### config.mk
export PLATFORM = sky130hd
export DESIGN_NAME = mvm_sequencer
export DESIGN_NICKNAME = d
export VERILOG_FILES = /design/src/rtl/mvm_pkg.sv /design/src/rtl/mvm_addr_gen.sv /design/src/rtl/mvm_sequencer.sv
export SDC_FILE = /design/constraint.sdc
export NUM_CORES = 1
export LEC_CHECK = 0
export BUFFER_PORTS_ARGS = -buffer_cell sky130_fd_sc_hd__buf_2
export CAP_MARGIN = 0
export CORE_MARGIN = 1.5
export CORE_UTILIZATION = 56
export CTS_CLUSTER_SIZE = 8
export DETAILED_ROUTE_END_ITERATION = 7
export HOLD_SLACK_MARGIN = 0.02
export MAX_ROUTING_LAYER = met4
export PLACE_DENSITY_LB_ADDON = 0.1
export SLEW_MARGIN = 20
export SYNTH_ARGS = -nofsm -noshare
export SYNTH_HDL_FRONTEND = slang
export SYNTH_SLANG_ARGS = --single-unit
### constraint.sdc
create_clock -name clk -period 2.5 [get_ports clk]
set_input_delay 0.75 -clock clk [delete_from_list [all_inputs] [get_ports clk]]
set_output_delay 0.75 -clock clk [all_outputs]
set_load 0.03 [all_outputs]
### src/rtl/mvm_pkg.sv
// Shared state encoding and default dimensions for the matrix-vector sequencer.
package mvm_pkg;

    localparam int unsigned MVM_K    = 8;
    localparam int unsigned MVM_LOGK = 3;

    typedef enum logic [2:0] {
        ST_IDLE,
        ST_LOAD_A,
        ST_LOAD_X,
        ST_COMPUTE,
        ST_OUTPUT
    } mvm_state_t;

endpackage

### src/rtl/mvm_addr_gen.sv
// Row/column counters for the COMPUTE phase: issue index k, row r, bubble and
// the delayed accumulator-clear / y-write strobes that line up with the MAC pipe.
module mvm_addr_gen
    import mvm_pkg::*;
#(
    parameter int unsigned K    = MVM_K,
    parameter int unsigned LOGK = MVM_LOGK
) (
    input  logic            clk,
    input  logic            reset,
    input  logic            i_run,
    output logic [LOGK-1:0] o_k,
    output logic [LOGK-1:0] o_r,
    output logic [LOGK-1:0] o_y_row,
    output logic            o_issue,
    output logic            o_clear,
    output logic            o_wr_y,
    output logic            o_last
);

    localparam logic [LOGK:0]   K_W      = (LOGK+1)'(K);
    localparam logic [LOGK-1:0] LAST_ROW = LOGK'(K-1);

    logic [LOGK:0]   r_k;
    logic [LOGK-1:0] r_r;
    logic [LOGK-1:0] r_y_row;
    logic            r_rows_done;
    logic            r_first_d;
    logic            r_bub_d1;
    logic            r_bub_d2;

    logic            w_issue;
    logic            w_bubble;

    assign w_issue  = i_run && !r_rows_done && (r_k != K_W);
    assign w_bubble = i_run && !r_rows_done && (r_k == K_W);

    // y write trails the bubble by two cycles: product register, then accumulator.
    always_ff @(posedge clk) begin
        if (reset || !i_run) begin
            r_k         <= '0;
            r_r         <= '0;
            r_y_row     <= '0;
            r_rows_done <= 1'b0;
            r_first_d   <= 1'b0;
            r_bub_d1    <= 1'b0;
            r_bub_d2    <= 1'b0;
        end else begin
            r_first_d <= w_issue && (r_k == '0);
            r_bub_d1  <= w_bubble;
            r_bub_d2  <= r_bub_d1;
            if (w_bubble) begin
                r_k <= '0;
                if (r_r == LAST_ROW) begin
                    r_rows_done <= 1'b1;
                end else begin
                    r_r <= r_r + 1'b1;
                end
            end else if (w_issue) begin
                r_k <= r_k + 1'b1;
            end
            if (r_bub_d2) begin
                r_y_row <= r_y_row + 1'b1;
            end
        end
    end

    assign o_k     = r_k[LOGK-1:0];
    assign o_r     = r_r;
    assign o_y_row = r_y_row;
    assign o_issue = w_issue;
    assign o_clear = r_first_d;
    assign o_wr_y  = r_bub_d2;
    assign o_last  = r_bub_d2 && (r_y_row == LAST_ROW);

endmodule

### src/rtl/mvm_sequencer.sv
// Control sequencer for a K x K matrix-vector MAC datapath: loads A and x,
// walks the rows through the MAC pipe, then streams y back out.
module mvm_sequencer
    import mvm_pkg::*;
#(
    parameter int unsigned K    = MVM_K,
    parameter int unsigned LOGK = MVM_LOGK
) (
    input  logic              clk,
    input  logic              reset,
    input  logic              load_matrix,
    input  logic              load_vector,
    input  logic              start,
    input  logic              in_valid,
    output logic [LOGK-1:0]   addr_x,
    output logic [2*LOGK-1:0] addr_a,
    output logic [LOGK-1:0]   addr_y,
    output logic              wr_en_x,
    output logic              wr_en_a,
    output logic              wr_en_y,
    output logic              clear_acc,
    output logic              busy,
    output logic              out_valid,
    output logic              done
);

    localparam logic [2*LOGK-1:0] LAST_A = (2*LOGK)'(K*K-1);
    localparam logic [2*LOGK-1:0] LAST_X = (2*LOGK)'(K-1);

    mvm_state_t        r_state;
    mvm_state_t        w_next;
    logic [2*LOGK-1:0] r_cnt;
    logic              r_mat_loaded;
    logic              r_vec_loaded;
    logic              r_out_valid;
    logic              r_done;

    logic              w_run;
    logic [LOGK-1:0]   w_k;
    logic [LOGK-1:0]   w_r;
    logic [LOGK-1:0]   w_y_row;
    logic              w_issue;
    logic              w_clear;
    logic              w_wr_y;
    logic              w_last;

    assign w_run = (r_state == ST_COMPUTE);

    mvm_addr_gen #(
        .K    (K),
        .LOGK (LOGK)
    ) u_addr_gen (
        .clk     (clk),
        .reset   (reset),
        .i_run   (w_run),
        .o_k     (w_k),
        .o_r     (w_r),
        .o_y_row (w_y_row),
        .o_issue (w_issue),
        .o_clear (w_clear),
        .o_wr_y  (w_wr_y),
        .o_last  (w_last)
    );

    always_ff @(posedge clk) begin
        if (reset) begin
            r_state      <= ST_IDLE;
            r_cnt        <= '0;
            r_mat_loaded <= 1'b0;
            r_vec_loaded <= 1'b0;
            r_out_valid  <= 1'b0;
            r_done       <= 1'b0;
        end else begin
            r_state <= w_next;
            if (w_next != r_state) begin
                r_cnt <= '0;
            end else if ((((r_state == ST_LOAD_A) || (r_state == ST_LOAD_X)) && in_valid)
                         || (r_state == ST_OUTPUT)) begin
                r_cnt <= r_cnt + 1'b1;
            end

            if ((r_state == ST_IDLE) && (w_next == ST_LOAD_A)) begin
                r_mat_loaded <= 1'b0;
            end else if ((r_state == ST_LOAD_A) && (w_next == ST_IDLE)) begin
                r_mat_loaded <= 1'b1;
            end
            if ((r_state == ST_IDLE) && (w_next == ST_LOAD_X)) begin
                r_vec_loaded <= 1'b0;
            end else if ((r_state == ST_LOAD_X) && (w_next == ST_IDLE)) begin
                r_vec_loaded <= 1'b1;
            end

            // y memory has one cycle of read latency, so valid/done trail the address.
            r_out_valid <= (r_state == ST_OUTPUT);
            r_done      <= (r_state == ST_OUTPUT) && (r_cnt == LAST_X);
        end
    end

    always_comb begin
        w_next    = r_state;
        addr_x    = '0;
        addr_a    = '0;
        addr_y    = '0;
        wr_en_x   = 1'b0;
        wr_en_a   = 1'b0;
        wr_en_y   = 1'b0;
        clear_acc = 1'b1;
        busy      = (r_state != ST_IDLE);

        case (r_state)
            ST_IDLE: begin
                if (load_matrix) begin
                    w_next = ST_LOAD_A;
                end else if (load_vector) begin
                    w_next = ST_LOAD_X;
                end else if (start && r_mat_loaded && r_vec_loaded) begin
                    w_next = ST_COMPUTE;
                end
            end
            ST_LOAD_A: begin
                wr_en_a = in_valid;
                addr_a  = r_cnt;
                if (in_valid && (r_cnt == LAST_A)) begin
                    w_next = ST_IDLE;
                end
            end
            ST_LOAD_X: begin
                wr_en_x = in_valid;
                addr_x  = r_cnt[LOGK-1:0];
                if (in_valid && (r_cnt == LAST_X)) begin
                    w_next = ST_IDLE;
                end
            end
            ST_COMPUTE: begin
                clear_acc = w_clear;
                if (w_issue) begin
                    addr_x = w_k;
                    addr_a = {w_r, w_k};
                end
                if (w_wr_y) begin
                    wr_en_y = 1'b1;
                    addr_y  = w_y_row;
                end
                if (w_last) begin
                    w_next = ST_OUTPUT;
                end
            end
            ST_OUTPUT: begin
                addr_y = r_cnt[LOGK-1:0];
                if (r_cnt == LAST_X) begin
                    w_next = ST_IDLE;
                end
            end
            default: begin
                w_next = ST_IDLE;
            end
        endcase
    end

    assign out_valid = r_out_valid;
    assign done      = r_done;

endmodule

After elaboration in Yosys (flattened, before gate mapping)
Cells that the tools add are included.
{ "word_totals": {"register_bits": 27, "input_bits": 6, "output_inout_bits": 19, "wordCells": 80} }
{ "op_classes": {"n_addsub": 4, "n_eq_ne": 13, "mux": 19, "bitwise": 1, "reduce_logical": 30} }
{ "op_table": {"columns": ["operator", "n"], "rows": [
  ["$mux W3", 9],
  ["$logic_and A1 B1 Y1", 15],
  ["$pmux W3 S5", 1],
  ["$pmux W3 S2", 2],
  ["$pmux W6 S2", 1],
  ["$eq A3 B2 Y1 const B", 3],
  ["$eq A3 B3 Y1 const B", 3],
  ["$reduce_or A2 Y1", 4],
  ["$add A3 B1 Y3 const B", 2],
  ["$add A6 B1 Y6 const B", 1],
  ["$eq A3 B1 Y1 const B", 2],
  ["$eq A6 B3 Y1 const B", 1],
  ["$eq A6 B6 Y1 const B", 1],
  ["$logic_not A3 Y1", 2],
  ["$mux W6", 1],
  ["$mux W1", 5],
  ["$add A4 B1 Y4 const B", 1],
  ["$eq A4 B4 Y1 const B", 1],
  ["$logic_not A4 Y1", 1],
  ["$ne A4 B4 Y1 const B", 1],
  ["$reduce_and A2 Y1", 2],
  ["$logic_or A1 B1 Y1", 3],
  ["$ne A3 B3 Y1", 1],
  ["$reduce_bool A3 Y1", 1],
  ["other kinds (2)", 3]
]} }

Depth between registers and ports, before layout
Gate-level depths: netlist of the first run.
{ "logic_depth": {"depth_word": 9, "depth_mapped": 6, "depth_no_buf": 6} }

Cells and area by module
Synthesis of the first run repeated with hierarchy kept, for this count alone.
{ "unflattened": {"cells_unflattened": 200, "hier_area_um2": 1639.1} }
{ "modules_own_cells": {"columns": ["module", "n_inst", "cells_each", "area_each_um2"], "rows": [
  ["mvm_sequencer", 1, 127, 959.7],
  ["mvm_addr_gen", 1, 73, 679.4]
]} }

Worst setup path after synthesis of the first run
No wires, ideal clock.
{ "synth_timing": {"kind": "flip-flop to output port", "start": "register u_addr_gen.r_k[0]", "end": "output port addr_a[0]", "arrival_time_ps": 1638, "setup_slack_ps": 112, "stages_incl_launch_ff": 6, "n_path_buf": 0, "path_cell_list": "dfxtp_1 inv_1 ha_1 a31oi_2 nand2_1 a21oi_1"} }
{ "synth_via": {"elab_chain_cells": 4} }
{ "synth_rtl": {"columns": ["element", "line", "source"], "rows": [
  ["from (decl)", "mvm_addr_gen.sv:24", "logic [LOGK:0] r_k;"],
  ["from (signal assigned)", "mvm_addr_gen.sv:60", "r_k <= r_k + 1'b1;"],
  ["$ne A4 B4 Y1", "mvm_addr_gen.sv:35", "assign w_issue = i_run && !r_rows_done && (r_k != K_W);"],
  ["$logic_and A1 B1 Y1", "mvm_addr_gen.sv:35", null],
  ["$mux W6 *", "mvm_sequencer.sv:136", "if (w_issue) begin"],
  ["$pmux W6 S2 *", "mvm_sequencer.sv:110", "case (r_state)"],
  ["to (decl)", "mvm_sequencer.sv:16", "output logic [2*LOGK-1:0] addr_a,"]
]} }
Mark *: on every way between the ends. The rest lies on a longest branch, timed or not.

Worst setup path after layout of the first run
{ "layout_timing": {"start": "register u_addr_gen.r_k[1]", "end": "output port addr_a[3]"} }
{ "layout_via": {"elab_chain_cells": 4} }
{ "layout_rtl": {"columns": ["element", "line"], "rows": [
  ["$ne A4 B4 Y1", "mvm_addr_gen.sv:35"],
  ["$logic_and A1 B1 Y1", "mvm_addr_gen.sv:35"],
  ["$mux W6", "mvm_sequencer.sv:136"],
  ["$pmux W6 S2", "mvm_sequencer.sv:110"]
]} }
No other way between the ends.

==> results of run 1 <==
## flip-flops by register name, summed over array words and instances (netlist names)
name / count
r_state: 3
u_addr_gen.r_bub_d1: 1
r_vec_loaded: 1
u_addr_gen.o_clear: 1
u_addr_gen.o_r: 3
r_cnt: 6
r_mat_loaded: 1
u_addr_gen.o_wr_y: 1
u_addr_gen.r_rows_done: 1
u_addr_gen.r_k: 4
u_addr_gen.o_y_row: 3
out_valid: 1
done: 1
## final timing paths
kind                        to  slack, ns  cells after the start
max reg2reg           r_cnt[0]       0.53                      6
min          u_addr_gen.o_wr_y       0.43                      2
min reg2reg  u_addr_gen.o_wr_y       0.43                      2
max                  addr_a[3]       0.07                      6
## power by group through the flow
stage	Clock [mW]	Combinational, mW	Sequential, mW
finish	0.200	0.108	0.441
global placement	0	0.101	0.451
CTS	0.205	0.104	0.442
global route	0.227	0.117	0.442
floorplan	0	0.0753	0.450
detailed placement	0	0.102	0.451
## cell usage after synthesis, drive strengths merged (3+ instances only)
| cell | count |
|---|---|
| a21oi | 6 |
| a22o | 6 |
| a22oi | 3 |
| a31oi | 4 |
| and3 | 3 |
| buf | 5 |
| clkbuf | 6 |
| dfxtp | 27 |
| ha | 7 |
| inv | 8 |
| mux2i | 8 |
| nand2 | 10 |
| nand2b | 3 |
| nand3 | 3 |
| nor2 | 28 |
| nor3 | 5 |
| nor4 | 10 |
| o21ai | 4 |
| o31ai | 3 |
| or3 | 3 |
| xnor2 | 4 |
| xor2 | 5 |
## repair_timing
action                                  CTS  global route
endpoints found under the setup margin    7             7
pin swaps                                 1             2
gates resized for setup                   2            24
setup buffers                             1             3
## cells by family after synthesis
kind of cell / synth area share [%]
mux: 5.03
xor+xnor: 4.95
simple gates: 27.7
fa+ha+maj: 5.50
buf+inv: 5.81
flops: 33.9
compound gates: 17.0
## worst register-to-register path, delay by kind of cell, from the launching register on
kind,cells,cell delay (ns)
DFF,1,0.37
adders and majority gates,2,0.39
and+or+nand+nor,2,0.53
AOI/OAI and AO/OA,2,0.60
## routing by layer
metal | global-route usage (%) | up-vias | share of wire, %
li1 | - | 708 | -
met1 | 31.0 | 672 | 44
met2 | 39.0 | 54 | 49
met3 | 5.30 | 2 | 5.6
met4 | 9.86 | 0 | 1.2
met5 | - | - | 0
## final cells by class
| cell class | count | area (µm²) | share of cell area, % |
|---|---|---|---|
| Timing Repair Buffer | 34 | 211 | 11.3 |
| Clock inverter | 1 | 7.51 | 0.401 |
| Multi-Input combinational cell | 135 | 1020 | 54.2 |
| Inverter | 8 | 30.0 | 1.60 |
| Clock buffer | 3 | 22.5 | 1.20 |
| Tap cell | 31 | 38.8 | 2.07 |
| Sequential cell | 27 | 548 | 29.2 |
## per-stage QoR
step / setup WS [ns] / utilization, %
floorplan: 0.112 / -
global placement: 0.231 / 63.4
detailed placement: 0.163 / 63.4
CTS: 0.00267 / 65.2
global route: -0.0183 / 68.6
finish: 0.0686 / 68.6
## cells in the final DEF (no fill, tap or decap), types with 4 or more instances in the layout
| master | n |
|---|---|
| a22o_1 | 6 |
| o21ai_0 | 4 |
| buf_2 | 19 |
| nand2_1 | 9 |
| xor2_1 | 5 |
| a21oi_1 | 5 |
| ha_1 | 6 |
| nor4_1 | 8 |
| buf_4 | 14 |
| xnor2_1 | 4 |
| mux2i_1 | 8 |
| nor2_1 | 27 |
| nor3_1 | 5 |
| dfxtp_1 | 25 |
| inv_1 | 6 |
==> impl_results.md, run 1 <==
* Run status: complete, no violations
* Initial Utilization at 58.3%
* Core area at 2730 µm²
* Post-Place Cells at around 230
* Period utilization at 97.3%
* Critical-path cell list: inv_2 > ha_4 > a31oi_4 > a22oi_1 > nor2_1 > buf_4
* WL/cell at 15.3 µm
* Clock Sinks at 27
* DP Area at 1730 µm²
* Ports at 25
* Synth cell types at 47
* Sw power at 215 µW
* Max VDD drop at between 500 and 600 µV
* DRC at 0
* Row cnt at 19
* Pwr dens at between 300 and 400 nW/µm²
* Main synth FF type: dfxtp_1
* First-pass GRT wire length at ~6000 µm
* Grt ovf at 0
* Highest Clock Rate at 411 MHz
* Bufs and invs on worst path at 2
* DRT Pass-1 Iters at 4
* Hold_buf cts at 0
* Post-synth top area cell: dfxtp_1
* Crit start category: flop
* Synthesized instance count at 181
* Yosys Warn Count at 0
* Pin count of the biggest net entering global routing at 17
* Detail Route Antenna Nets at 0
* Crit Path Category: reg2out
* Filler Cells Inserted at ~230
* Die Wd at around 56 µm
* Area growth syn-to-layout at 17.7%
* H-Tree Depth at 1
* Synthesized Nets at 194
* Reg clk slew, reported paths at 0.15 ns
* Hold Slack at around 0.43 ns
* Final setup fails at 0
* Max-slew violations at 0
* Layout cell share with drive strength beyond 1 at between 30% and 40%
* GP Congestion at between 0.8 and 0.9
* CP max stage delay at 0.40 ns
* Vias per cell at between 6 and 7
* Initial antenna violation count at 0
* CTS Buf Count at 3
* Cell family with most CP delay: compound AO/OA/AOI/OAI gates
* Avg Inst Size Synth at 8.80 µm²
* Reg power frac at 58.9%
* Final wirelength at ~3700 µm
* Clock Skew at 0.00515 ns
* Detailed router's first-iteration violation count at 63
* Max-cap viol count at 0
* Worst Max-Slew Pin Slew at 0.400 ns
* Async SR Flop Fraction at 0%
* Crit path time final at 2.43 ns
* Layout net count at 222
* Tot Pwr at between 700 and 800 µW
* Via count of the first global-routing pass at 1333
* Via count at 1436
* Logic pwr share at ~14%
* Sequential area share after synthesis at roughly a third
* Crit-path max FO at 8
* CP Capture Type: primary output
* Yosys top cell area share at 33.9%
* Flops & latches, synth at 27
* Leakage power at 0.729 nW
* Synth top area cells: dfxtp_1, nor2_1, ha_1
* Crit path launch: u_addr_gen.r_k[1]
* Critical path required time at about 1.8 ns
* Cell Int Power at 534 µW
* Root buf cell: clkbuf_4
* Port Buffer Count at 24
* Synth Cell Area at approximately 1600 µm²
* Rel. slew slack at roughly 73%
* Crit path DAT at between 1.5 and 2 ns
* Overall routing resource usage at 24.7%
* Hold wc startpoint: u_addr_gen.r_bub_d1
* Post-synth EDFFs at 0
* Die Y-Extent at 56.3 µm
* Sw frac at between 20% and 30%
* Setup TNS Final at 0 ns
* Worst-Skew Late Latency at 0.34 ns
* Final Hold Fails at 0
* Die area at 3170 µm²
* ANT cells at 0
* Max clock buf depth at 2
* Post-Layout Cell Count at 239
* Worst min-delay path class: reg2reg
* FF-to-FF Start: u_addr_gen.o_y_row[0]
* CP max-delay cell: dfxtp_4
* Hpwl dp at around 2600 µm
* Clock Power Share at 26.7%
* Post-route cell area at 1870 µm²
* CTS tree: yes
(Power assumes the default switching activity.)
==> run 2, diff against run 1 <==
--- a/config.mk
+++ b/config.mk
@@ -17,4 +17,5 @@
 export SLEW_MARGIN = 20
 export SYNTH_ARGS = -nofsm -noshare
 export SYNTH_HDL_FRONTEND = slang
+export SYNTH_HIERARCHICAL = 1
 export SYNTH_SLANG_ARGS = --single-unit
==> run 2 against run 1 <==
The run now ends with setup timing left. Final area increased by 13%. Critical path depth is 2 higher. Non-clock buffer count rose by 3. Register-to-register slack better by 0.04 ns. Final cell count increased by 7.5%. First-iteration DRC count increased by 86%. Clock skew increased by 0.0047 ns. Global-route usage rose by 4.4 points. Flip-flop and latch count unchanged. Highest routed layer unchanged.
==> impl_results.md, run 2 <==
* Run status: finished, violations left
* Failing checks: setup timing
* Post-Place Cells at 249
* Tot Pwr at 775 µW
* Core area at 2760 µm²
* Highest Clock Rate at 389 MHz
* Rel. slew slack at about two thirds
* Bufs and invs on worst path at 3
* Hpwl dp at 2950 µm
* Critical-path cell list: inv_2 > ha_4 > and3b_2 > nor2_4 > buf_6 > nand3_2 > a21oi_4 > buf_6
* Crit path DAT at roughly 1.8 ns
* Max-cap viol count at 0
* Avg Inst Size Synth at about 8.2 µm²
* Crit path time final at 2.57 ns
* DRC at 0
* Worst Max-Slew Pin Slew at 0.492 ns
* Synthesized instance count at 200
* Final setup fails at 9
* Clock Sinks at 27
* Most common cell after layout, fill and taps aside: dfxtp_1
* Initial Utilization at about three fifths
* Yosys Warn Count at 6
* Final wirelength at 4240 µm
* Most frequent cell after synthesis: dfxtp_1
* Synthesized Nets at around 210
* Synth top area cells: dfxtp_1, a21oi_1, ha_1
* First-pass GRT wire length at around 7300 µm
* Sequential area share after synthesis at 33.0%
* RSZ-0062 raised after global routing: true
* Pwr dens at 365 nW/µm²
* FF-to-FF Start: r_cnt[1]
* Synth Cell Area at 1640 µm²
* Commonest cells after routing, fill and taps aside: dfxtp_1, nand2_1, buf_2
* Die area at between 3000 and 4000 µm²
* Synth cell types at 50
* H-Tree Depth at 1
* Via count of the first global-routing pass at 1551
* Leakage power at 0.728 nW
* CTS Buf Count at 3
* Hold wc startpoint: u_addr_gen/r_bub_d1
* Detail Route Antenna Nets at 0
* Initial antenna violation count at 0
* Detailed router's first-iteration violation count at 117
* Top flop regs: r_cnt x6, u_addr_gen/r_k x4
* Crit start category: flop
* Yosys top cell area share at 33.0%
* Port Buffer Count at 24
* CP max stage delay at 0.37 ns
* Layout net count at 240
* Reg clk slew, reported paths at 0.14 ns
* Die Y-Extent at roughly 57 µm
* Max-slew violations at 0
* Ports at 25
* Max VDD drop at 337 µV
* Overall routing resource usage at 29.1%
* Hold endpoint: u_addr_gen/o_wr_y
* R2R cell count at 5
* Die Wd at 57.1 µm
* Post-synth EDFFs at 0
* DRT Pass-1 Iters at 4
* Crit path launch: u_addr_gen/r_k[0]
* Hold_buf cts at 0
* Critical path required time at 1.75 ns
* Final Hold Fails at 0
* Number of flip-flops in the largest register at 6
* Root buf cell: clkbuf_4
* Clock Skew at 0.00981 ns
* Worst-Skew Late Latency at about 0.33 ns
* Via count at 1602
* Crit-path max FO at 4
* Cell family with most CP delay: simple AND/OR/NAND/NOR gates
* Period utilization at 103%
* Max clock buf depth at 2
* Hold Path Depth at 1
* Setup TNS Final at -0.439 ns
* Main synth FF type: dfxtp_1
* CP max-delay cell: dfxtp_2
* CP Capture Type: primary output
* Post-Layout Cell Count at 257
* Pin count of the biggest net entering global routing at 21
* GP Congestion at between 0.8 and 0.9
* ANT cells at 0
* Row cnt at 19
* Async SR Flop Fraction at 0%
* Flops & latches, synth at 27
* Vias per cell at 6.23
* Setup slack, reg-to-reg at 0.57 ns
* WL/cell at 16.5 µm
* Post-synth top cells: dfxtp_1, a21oi_1, nand2_1
* Post-synth top area cell: dfxtp_1
* Largest Register: r_cnt
* Area growth syn-to-layout at 29.5%
* Grt ovf at 0
* Worst min-delay path class: reg2reg
* Final worst slack at -0.0713 ns
* Critical Path Most Common Cell: buf_6
* R2R Path End: r_cnt[4]
* Layout cell share with drive strength beyond 1 at a little over a third
* CTS tree: yes
* Crit Path Category: reg2out
[run 2: cell types whose count changed in the layout (fill, tap and decap cells not counted), sizes merged, moves of 5 or more]
cell,before,now
a21oi,6,22
nand2b,3,10
nor4,10,1
nand2,10,15
nand3,3,14
or3,3,12
mux2i,8,3
nor2,28,13
o21ai,4,9
[run 2: worst max-delay path by stage]
stage	to	slack, ns	cells past startpoint
CTS	addr_x[2]	-0.04	8
global route	addr_a[3]	-0.14	8
finish	addr_a[3]	-0.07	8
global placement	addr_a[2]	0.18	8
floorplan	addr_a[2]	0.03	9
detailed placement	addr_x[2]	0.11	8
[run 2: layout make-up]
| type | count | area, µm² |
|---|---|---|
| timing repair buffer | 37 | 289 |
| fill | 192 | 634 |
| tap | 31 | 38.8 |
| inverter | 5 | 18.8 |
| sequential | 27 | 546 |
| multi-input combinational | 153 | 1200 |
| clock buffer | 4 | 26.3 |
[run 2: stage by stage]
stage | cell area, µm² | setup WS, ns | util (%) | hold slack [ns]
final | 2120 | -0.0713 | 77.0 | 0.449
after CTS | 2120 | -0.0409 | 76.7 | 0.452
after global routing | 2120 | -0.143 | 77.0 | 0.477
after detailed placement | 1890 | 0.113 | 68.6 | 0.419
after global placement | 1890 | 0.183 | 68.6 | 0.422
after floorplan | 1750 | 0.0341 | - | 0.406
[run 2: logic make-up (layout without fill, tap and decap cells)]
family / count (synthesis) / count (layout) / synth area share [%]
AOI/OAI and AO/OA: 50 / 50 / 20.5
and+or+nand+nor: 90 / 90 / 31.2
xor gates and xnor gates: 3 / 3 / 2.06
DFF: 27 / 27 / 33.0
muxes: 3 / 3 / 1.83
adders and majority gates: 7 / 7 / 5.34
buffers and inverters: 20 / 46 / 6.03
[run 2: repair_timing]
action | CTS | global route
gates resized for setup | 46 | 2
hold endpoints to repair | 0 | 0
setup endpoints to repair | 9 | 13
cloned | 1 | 0
pin swaps | 9 | 3
buffers inserted | 3 | 0
[run 2: per-layer routing]
layer | share of wire [%] | vias up | wire length [µm] | GRT usage [%]
met3 | 4.7 | 13 | 198 | 2.49
met2 | 51 | 55 | 2150 | 47.5
met5 | 0 | - | 0 | -
met4 | 2.5 | 0 | 108 | 13.0
met1 | 42 | 762 | 1790 | 36.8
li1 | - | 772 | - | -
[run 2: report_power, final]
part           total [mW]  switching, mW  internal (mW)  leakage, nW
logic               0.142         0.0931         0.0491        0.493
registers           0.443        0.00644          0.436        0.220
clock network       0.190          0.127         0.0626       0.0150
total               0.775          0.227          0.548        0.728
